## src/rtl/m92_pkg.sv

```systemverilog
// rtl/m92_pkg.sv - shared constants and types for the SDRAM fetch arbiter
// Contents:
//   SDR_ARB_N_REQ      number of video fetch requesters
//   SDR_REQ_*          requester index assignments (0 = sprite fetcher)
//   sdr_arb_state_t    arbiter state encoding {IDLE, WAIT}
//   sdr_arb_idx_w()    index width for a given requester count (never 0)
package m92_pkg;

    localparam int SDR_ARB_N_REQ  = 4;
    localparam int SDR_REQ_SPRITE = 0;
    localparam int SDR_REQ_LAYER0 = 1;
    localparam int SDR_REQ_LAYER1 = 2;
    localparam int SDR_REQ_LAYER2 = 3;

    typedef enum logic {
        IDLE = 1'b0,
        WAIT = 1'b1
    } sdr_arb_state_t;

    function automatic int sdr_arb_idx_w(input int n);
        return (n > 1) ? $clog2(n) : 1;
    endfunction

endpackage

```

## src/rtl/sdram_fetch_arbiter_rr_picker.sv

```systemverilog
// rtl/sdram_fetch_arbiter_rr_picker.sv - round-robin rotate-and-priority-encode
// Ports:
//   pend   in  N_REQ  pending flags
//   last   in  IDX_W  index served most recently; search starts at last+1
//   grant  out IDX_W  first pending index at or after last+1, wrapping
//   any    out 1      at least one pending flag is set
module rr_picker
    import m92_pkg::*;
#(
    parameter int N_REQ = SDR_ARB_N_REQ,
    parameter int IDX_W = sdr_arb_idx_w(N_REQ)
) (
    input  logic [N_REQ-1:0] pend,
    input  logic [IDX_W-1:0] last,
    output logic [IDX_W-1:0] grant,
    output logic             any
);

    // k runs 1..N_REQ so that `last` itself is considered last of all.
    always_comb begin
        grant = '0;
        any   = 1'b0;
        for (int k = 1; k <= N_REQ; k++) begin
            if (!any && pend[(int'(last) + k) % N_REQ]) begin
                grant = IDX_W'((int'(last) + k) % N_REQ);
                any   = 1'b1;
            end
        end
    end

endmodule

```

## src/rtl/sdram_fetch_arbiter.sv

```systemverilog
// rtl/sdram_fetch_arbiter.sv - round-robin sharing of one 64-bit SDRAM read channel
// Optional feature macro: SDR_ARB_TIMEOUT_EN (reissue sdr_req after TIMEOUT idle WAIT cycles)
// Ports (clk_ram domain, synchronous active-high reset):
//   clk_ram   in  1              clock
//   reset     in  1              synchronous reset
//   req       in  N_REQ          single-cycle request pulse per requester
//   req_addr  in  N_REQ*ADDR_W   request addresses, slice i sampled with req[i]
//   rdata     out N_REQ*64       per-requester holding registers
//   rdy       out N_REQ          one-cycle pulse when slice i of rdata updates
//   sdr_addr  out ADDR_W         address to SDRAM controller
//   sdr_req   out 1              one-cycle issue pulse
//   sdr_data  in  64             read data, valid with sdr_rdy
//   sdr_rdy   in  1              one-cycle completion pulse
//   busy      out 1              a transfer is outstanding (WAIT)
module sdram_fetch_arbiter
    import m92_pkg::*;
#(
    parameter int N_REQ   = SDR_ARB_N_REQ,
    parameter int ADDR_W  = 25,
    parameter int TIMEOUT = 255
) (
    input  logic                    clk_ram,
    input  logic                    reset,
    input  logic [N_REQ-1:0]        req,
    input  logic [N_REQ*ADDR_W-1:0] req_addr,
    output logic [N_REQ*64-1:0]     rdata,
    output logic [N_REQ-1:0]        rdy,
    output logic [ADDR_W-1:0]       sdr_addr,
    output logic                    sdr_req,
    input  logic [63:0]             sdr_data,
    input  logic                    sdr_rdy,
    output logic                    busy
);

    localparam int IDX_W = sdr_arb_idx_w(N_REQ);

    sdr_arb_state_t    state, state_next;
    logic [N_REQ-1:0]  pend;
    logic [ADDR_W-1:0] paddr [N_REQ];
    logic              stale;
    logic [IDX_W-1:0]  last;
    logic [IDX_W-1:0]  gnt;
    logic [IDX_W-1:0]  pick;
    logic              pick_any;

    logic              do_grant;
    logic              done;
    logic              deliver;
    logic              retry;
    logic              stale_now;

    rr_picker #(
        .N_REQ (N_REQ),
        .IDX_W (IDX_W)
    ) u_picker (
        .pend  (pend),
        .last  (last),
        .grant (pick),
        .any   (pick_any)
    );

`ifdef SDR_ARB_TIMEOUT_EN
    localparam int TCNT_W = ($clog2(TIMEOUT + 1) > 8) ? $clog2(TIMEOUT + 1) : 8;
    logic [TCNT_W-1:0] tcnt;
    logic              tcnt_hit;

    assign tcnt_hit = (tcnt == TCNT_W'(TIMEOUT - 1));

    // Counter is zero in the cycle after each issue, so the reissue edge
    // lands exactly TIMEOUT cycles after the previous one.
    always_ff @(posedge clk_ram) begin
        if (reset || do_grant || retry) begin
            tcnt <= '0;
        end else if (state == WAIT) begin
            tcnt <= tcnt + 1'b1;
        end
    end
`else
    logic tcnt_hit;
    assign tcnt_hit = 1'b0;
`endif

    assign busy = (state == WAIT);

    // A re-request from the granted requester in the completion cycle still
    // makes the returning word stale.
    assign stale_now = stale | req[gnt];

    always_comb begin
        state_next = state;
        do_grant   = 1'b0;
        done       = 1'b0;
        deliver    = 1'b0;
        retry      = 1'b0;
        case (state)
            IDLE: begin
                if (pick_any) begin
                    do_grant   = 1'b1;
                    state_next = WAIT;
                end
            end
            WAIT: begin
                // sdr_rdy cannot belong to a request issued this very cycle.
                if (sdr_rdy && !sdr_req) begin
                    done       = 1'b1;
                    deliver    = !stale_now;
                    state_next = IDLE;
                end else if (tcnt_hit) begin
                    retry = 1'b1;
                end
            end
            default: state_next = IDLE;
        endcase
    end

    always_ff @(posedge clk_ram) begin
        if (reset) begin
            state <= IDLE;
        end else begin
            state <= state_next;
        end
    end

    // Pending addresses need no reset: they are only read behind pend.
    always_ff @(posedge clk_ram) begin
        for (int i = 0; i < N_REQ; i++) begin
            if (req[i]) begin
                paddr[i] <= req_addr[i*ADDR_W +: ADDR_W];
            end
        end
    end

    always_ff @(posedge clk_ram) begin
        if (reset) begin
            pend     <= '0;
            stale    <= 1'b0;
            last     <= IDX_W'(N_REQ - 1);
            gnt      <= '0;
            sdr_req  <= 1'b0;
            sdr_addr <= '0;
            rdy      <= '0;
            rdata    <= '0;
        end else begin
            sdr_req <= do_grant | retry;
            rdy     <= '0;

            // A new request wins over the grant's clear of the same flag.
            for (int i = 0; i < N_REQ; i++) begin
                if (req[i]) begin
                    pend[i] <= 1'b1;
                end else if (do_grant && (pick == IDX_W'(i))) begin
                    pend[i] <= 1'b0;
                end
            end

            if (do_grant) begin
                gnt      <= pick;
                sdr_addr <= paddr[pick];
                stale    <= req[pick];
            end else if (state == WAIT && req[gnt]) begin
                stale <= 1'b1;
            end

            if (done) begin
                last <= gnt;
                if (deliver) begin
                    rdata[int'(gnt)*64 +: 64] <= sdr_data;
                    rdy[gnt]                  <= 1'b1;
                end
            end
        end
    end

endmodule
```

## config.mk

```make
export PLATFORM = sky130hd
export DESIGN_NAME = sdram_fetch_arbiter
export DESIGN_NICKNAME = d
export VERILOG_FILES = /design/src/rtl/m92_pkg.sv /design/src/rtl/sdram_fetch_arbiter_rr_picker.sv /design/src/rtl/sdram_fetch_arbiter.sv
export SDC_FILE = /design/constraint.sdc
export NUM_CORES = 1
export LEC_CHECK = 0
export ABC_AREA = 1
export CORE_ASPECT_RATIO = 0.9
export CORE_MARGIN = 4
export CORE_UTILIZATION = 48
export DETAILED_ROUTE_END_ITERATION = 7
export PLACE_DENSITY_LB_ADDON = 0.3
export SLEW_MARGIN = 5
export SYNTH_ARGS = -nofsm -noshare
export SYNTH_HDL_FRONTEND = slang
export SYNTH_SLANG_ARGS = --single-unit
```

## constraint.sdc

```tcl
create_clock -name clk_ram -period 2.4 [get_ports clk_ram]
set_input_delay 0.48 -clock clk_ram [delete_from_list [all_inputs] [get_ports clk_ram]]
set_output_delay 0.48 -clock clk_ram [all_outputs]
set_load 0.01 [all_outputs]
```

; Word level (Yosys, flattened, before mapping)
; Memory sizes are Yosys's and may differ from the RTL's. A register that Yosys moved wholly into a read port is not among the register bits.
; Cells that the tools add are included.
[word_totals]
ramBits = 100
mem_bits_ro = 0
memories = 1
in_bits = 171
ff_bits = 271
latch_bits = 0
elab_cells = 117
[op_classes]
div_mod_pow = 0
n_bitwise = 8
n_reduce_logical = 27
mul = 0
muxes = 53
add_sub_neg = 5
shift = 2
eq_ne = 3
n_lt_le_gt_ge = 7
[memory_table]
columns = name, words, word_bits, read_ports, rd_ports_with_merged_regs, wr, line
row1 = paddr, 4, 25, 1, 1, 4, sdram_fetch_arbiter.sv:39  ; logic [ADDR_W-1:0] paddr [N_REQ];
[ops]
columns = op, count
row1 = 256-bit bitwise mux, 1
row2 = 64-bit by 33-bit variable shift with 256-bit output (first input constant), 1
row3 = 64-bit by 33-bit variable part select with 256-bit output, 1
row4 = 1-bit two-way mux, 40
row5 = 8-bit negation with 33-bit output, 1
row6 = 3-bit by 4-bit less-than comparator with 1-bit output (second input constant), 4
row7 = 1-bit binary-select mux with 2-bit select, 6
row8 = 1-bit logical AND, 10
row9 = 2-bit nonzero test, 5
row10 = 2-bit two-way mux, 4
row11 = 2-bit OR reduction, 4
row12 = 2-bit by 3-bit less-than comparator with 1-bit output (second input constant), 2
row13 = 1-bit zero test, 5
row14 = 2-bit by 1-bit adder with 2-bit output (second input constant), 2
row15 = 2-bit adder (second input constant), 2
row16 = 1-bit AND (first input constant), 4
row17 = 2-bit == test (second input constant), 2
row18 = 1-bit NOT, 3
row19 = 3-bit OR reduction, 1
row20 = 1-bit demux with 2-bit select, 1
row21 = 2-bit by 1-bit == test with 1-bit output (second input constant), 1
row22 = 2-bit by 1-bit >= comparator with 1-bit output (second input constant), 1
row23 = 2-bit zero test, 1
row24 = 1-bit one-hot mux with 2 select lines, 1
row25 = 2 further kinds, 2

; Logic depth before layout (Yosys ltp)
[logic_depth]
depth_word = 21
ltp_mapped = 18

; Modules after synthesis
; Synthesis repeated with hierarchy kept, for this count alone.
[hier_totals]
cells_unflattened = 2672
hier_area_um2 = 18716.7
[by_module_without_submodules]
columns = module, area_each_um2, instances, seq_area_each_um2, cells_per_inst
row1 = sdram_fetch_arbiter, 18445.2, 1, 8928.6, 2620
row2 = rr_picker, 271.5, 1, 0.0, 52

; Worst setup path before layout
; OpenSTA, ideal clock, no wires.
[synth_timing]
path_kind = register to register
from = reg gnt[0]
to = reg rdata[137]
path_slack_ps = 199
setup_time_ps = 70
required_time_ps = 2330
arrival_ps = 2131
path_stages_with_launch = 13
period_less_slack_ps = 2201
n_path_buf = 2
path_cell_list = dfxtp_1 -> buf_2 -> inv_1 -> ha_1 -> inv_2 -> nor2_1 -> inv_1 -> nor2_1 -> clkbuf_1 -> inv_1 -> nor2_1 -> o21ai_0 -> a21oi_1
[synth_between]
elab_chain_len = 7
word_cells_on_any_way = 11
[synth_rtl]
columns = item, line
row1 = from (decl), sdram_fetch_arbiter.sv:42  ; logic [IDX_W-1:0] gnt;
row2 = from (signal assigned), sdram_fetch_arbiter.sv:157  ; gnt <= pick;
row3 = branches (longest 7 deep; another with 8-bit negation with 33-bit output), n/a
row4 = "to (signal, indexed assignment)", sdram_fetch_arbiter.sv:167  ; rdata[int'(gnt)*64 +: 64] <= sdr_data;
row5 = to (decl), sdram_fetch_arbiter.sv:26  ; output logic [N_REQ*64-1:0] rdata,
; Several ways; the timed one is not identified. The select of a mux whose other input is x is not followed.
; A chain may end at the register's enable or synchronous reset.

; Final worst setup path
[layout_timing]
from = reg last[0]
to = reg sdr_addr[18], read port of paddr
[layout_between]
elab_chain_len = 16
word_cells_on_any_way = 32
[layout_rtl]
columns = item, line
row1 = from (decl), sdram_fetch_arbiter.sv:41  ; logic [IDX_W-1:0] last;
row2 = from (signal assigned), sdram_fetch_arbiter.sv:137  ; last <= IDX_W'(N_REQ - 1);
row3 = from (signal assigned), sdram_fetch_arbiter.sv:165  ; last <= gnt;
row4 = 2-bit by 1-bit adder with 2-bit output, "sdram_fetch_arbiter_rr_picker.sv:24, sdram_fetch_arbiter_rr_picker.sv:25"
row5 = 1-bit binary-select mux with 2-bit select, sdram_fetch_arbiter_rr_picker.sv:24  ; if (!any && pend[(int'(last) + k) % N_REQ]) begin
row6 = 1-bit two-way mux (implied by the code) (2 in series), sdram_fetch_arbiter_rr_picker.sv:24
row7 = 1-bit two-way mux, sdram_fetch_arbiter_rr_picker.sv:24
row8 = 1-bit zero test, sdram_fetch_arbiter_rr_picker.sv:24
row9 = 1-bit logical AND, sdram_fetch_arbiter_rr_picker.sv:24
row10 = 1-bit two-way mux, sdram_fetch_arbiter_rr_picker.sv:24
row11 = 1-bit zero test, sdram_fetch_arbiter_rr_picker.sv:24
row12 = 1-bit logical AND, sdram_fetch_arbiter_rr_picker.sv:24
row13 = 1-bit two-way mux, sdram_fetch_arbiter_rr_picker.sv:24
row14 = 1-bit zero test, sdram_fetch_arbiter_rr_picker.sv:24
row15 = 1-bit logical AND, sdram_fetch_arbiter_rr_picker.sv:24
row16 = 1-bit two-way mux, sdram_fetch_arbiter_rr_picker.sv:24
row17 = 1-bit two-way mux, sdram_fetch_arbiter.sv:97  ; if (pick_any) begin
row18 = 1-bit two-way mux, sdram_fetch_arbiter.sv:95  ; case (state)
row19 = to (decl), sdram_fetch_arbiter.sv:28  ; output logic [ADDR_W-1:0] sdr_addr,
; Parallel ways exist; a longest one is shown, timed or not. The select of a mux whose other input is x is not followed.

==> impl_results.md <==
- Synth warn: 0
- DR vias: 15,306
- First-pass GRT wire length: 83.4 mm
- Grt ovf: 0
- Syn Area/Cell: 8.52 sq um
- RR Startpoint: last[0]$_SDFFE_PP1P_
- Worst-skew pair later-pin latency: 0.54 ns
- Worst r2r dst: sdr_addr[18]$_SDFFE_PP0P_
- CTS clk-pin slew, worst paths: 0.06 ns
- CTS tree: built
- Clk sink count: 396
- Drt wl/cell: 19.8 um
- Sw frac: 36.3%
- Ports: 458
- Vias in the first global route: 14,562
- Final worst slack: 0.242 ns
- Fin crit share: 89.9%
- Antenna violations before repair: 3
- Outcome: completed
- Final Util: 68.5%
- Final hold slack: 0.249 ns
- Largest net degree at the start of global routing: 184
- Layout cells sized above 1: 6.31%
- Full die area: 36,700 sq um
- Worst setup path category: register to register
- Gp weighted congestion: 0.893
- Switch Pwr: 7.87 mW
- Total CTS buffers: 42
- P_leak: 8.44 nW
- Req. time, crit path: 2.83 ns
- Finished layout cell area: 22,700 sq um
- Critical path startpoint category: register
- Htree depth: 2
- Area Overhead vs Synth: 40.1%
- Worst R2R Setup Slack: 0.24 ns
- Fillers: 2,567
- Slew @ Worst Pin: 0.962 ns
- Num rows: 63
- Remaining DRCs: 0
- Post-synth top area share: 36.6%
- Fin. max-slew vios: 0
- CORE AREA: 33,100 sq um
- Worst vdd ir: 652 uV
- Final setup viols: 0
- Routed wire length: 54.5 mm
- DR vias/cell: 5.56
- Max Freq: 0.463 GHz
- Commonest non-fill, non-tap cells in the layout: 456 x clkdlybuf4s50_1, 302 x nand2_1, 293 x dfxtp_1
- Area leader, netlist: dfxtp_1
- Fin crit period: 2.16 ns
- Critical path arrival: 2.59 ns
- Combinational power share: 34.8%
- Clk buf depth: 3
- Max-slew headroom at the worst pin: 35.9%
- Cells after Synth: 1,901
- Power per cell area: 955 nW/um^2
- Worst Reg-to-Reg Cells: 16
- Most common cell after layout, fill and taps aside: clkdlybuf4s50_1
- Worst Setup End Kind: register
- CP max FO: 22
- Sequential cell fraction of total power: 35.5%
- Die Span X: 202 um
- Yosys reg bits: 396
- RSZ-0062 raised after global routing: no
- Initial Util: 48.9%
- Internal power: 13.8 mW
- Hold Path Class: input pin to register
- Die Ht: 182 um
- Final nets: 2,482
- Number of max-cap violations: 0
- Sequential cell area fraction in the yosys report: 55.1%
- Hold violation count in the final report: 0
- Mapped Nets: 2,080
- CP startpoint: last[0]$_SDFFE_PP1P_
- CTS root buffer: clkbuf_16
- DP Worst Slack: -0.114 ns
- Post-Place Cell Area: 21,300 sq um
- PortBufs: 457
- Post-Syn Area: 16,200 sq um
- Global Route Usage Sum: 28.2%
- CP endpoint: sdr_addr[18]$_SDFFE_PP0P_
- Top cells by area, synth: dfxtp_1 37%, edfxtp_1 19%, nand2_1 7.0%, inv_1 5.5%, a21oi_1 5.1%
- Distinct cells, synth: 30
- Post-DP HPWL: 37.7 mm
- Pre-Repair DR Iteration Count: 6
- DR iter-0 viols: 1,217
- Clock share of power: 29.6%
- Setup TNS: 0 ns
- Max Clock Skew: 0.00930 ns
- Setup bufs post-CTS: 0
- DRT antenna net count: 0
-- power by group through the flow --
| stage | sequential (mW) | clock, mW | combinational (mW) |
|---|---|---|---|
| final | 7.70 | 6.42 | 7.55 |
| after CTS | 7.69 | 6.50 | 7.49 |
| after floorplan | 7.92 | 0 | 4.42 |
| after detailed placement | 7.82 | 0 | 7.42 |
| after global placement | 7.81 | 0 | 7.23 |
| after global routing | 7.74 | 6.75 | 8.29 |
-- through the flow --
step,power [mW],cells
after global placement,15.0,2681
after CTS,21.7,2752
after detailed placement,15.2,2681
after global routing,22.8,2753
after floorplan,12.3,1901
final,21.7,2753
-- routing by layer --
metal	vias up	wire, um	global-route usage [%]
met2	844	25100	45.4
li1	7168	-	-
met3	152	5050	6.52
met1	7138	21400	36.2
met5	-	26	0
met4	4	2890	13.3
-- final cells by class --
cell class                 instances  area [sq um]  share of cell area (%)
antenna                            1          2.50                  0.0110
clock buffer                      58          1200                    5.30
clock inverter                    13           141                   0.623
inverter                         244           920                    4.05
multi-input combinational       1104          5750                    25.4
sequential                       396          8930                    39.4
tap                              422           528                    2.33
timing repair buffer             515          5200                    22.9
-- synth_stat cells --
cell,instances
a211oi_1,98
a21boi_0,1
a21oi_1,166
a31oi_1,99
buf_1,1
buf_2,20
buf_4,5
buf_6,5
clkbuf_1,126
clkinv_1,1
dfxtp_1,296
edfxtp_1,100
ha_1,8
inv_1,237
inv_2,6
nand2_1,302
nand2_2,3
nand3_1,113
nand3_2,1
nand3_4,1
nand3b_1,81
nand4_1,10
nor2_1,128
nor2_2,1
nor2_4,1
nor3_1,11
o211ai_1,2
o21ai_0,71
o31ai_1,1
or3_1,6
-- sequential cells by signal, indices dropped and copies added (netlist names) --
register,cells
busy,1
gnt,2
last,2
paddr,100
pend,4
rdata,256
rdy,4
sdr_addr,25
sdr_req,1
stale,1
-- worst max-delay path, stage by stage (launching register included) --
cell and delay [ns]:
dfxtp_4 0.41, inv_2 0.11, nand2_1 0.08, nand2_1 0.09
nand2_1 0.07, nand2_1 0.08, nand2_1 0.11, nand2_1 0.08
nand2_1 0.07, nand3_2 0.18, buf_6 0.25, nand2_1 0.09
nand2_1 0.09, nand2_1 0.09, nand3_1 0.08, nand2_1 0.09
inv_1 0.05
-- what timing repair did --
action                                 4_1_cts  5_1_grt
endpoints found under the hold margin        0        0
gates resized for setup                      1        5
pin swaps                                    0        0
setup endpoints to repair                    1       29
hold buffers                                 0        0
-- kinds of logic (layout without fill, tap and decap cells) --
kind of cell / Yosys count / count (layout) / share of synthesized area (%)
compound gates: 438 / 438 / 15.9
flops: 396 / 396 / 55.1
simple gates: 658 / 658 / 18.6
buf+inv: 401 / 830 / 9.80
fa+ha+maj: 8 / 8 / 0.618
other cells: 0 / 1 / 0
-- worst min path at each step --
stage	start	end	slack (ns)	depth (start not counted)
floorplan	pend[0]$_SDFFE_PP0P_	pend[0]$_SDFFE_PP0P_	0.47	2
global placement	rdata[11]$_SDFFE_PP0P_	rdata[11]$_SDFFE_PP0P_	0.43	2
detailed placement	rdata[22]$_SDFFE_PP0P_	rdata[22]$_SDFFE_PP0P_	0.43	2
CTS	reset	pend[0]$_SDFFE_PP0P_	0.23	2
global route	reset	pend[0]$_SDFFE_PP0P_	0.23	2
finish	reset	pend[2]$_SDFFE_PP0P_	0.25	2
Note: power is estimated with default switching activity, not from simulation.
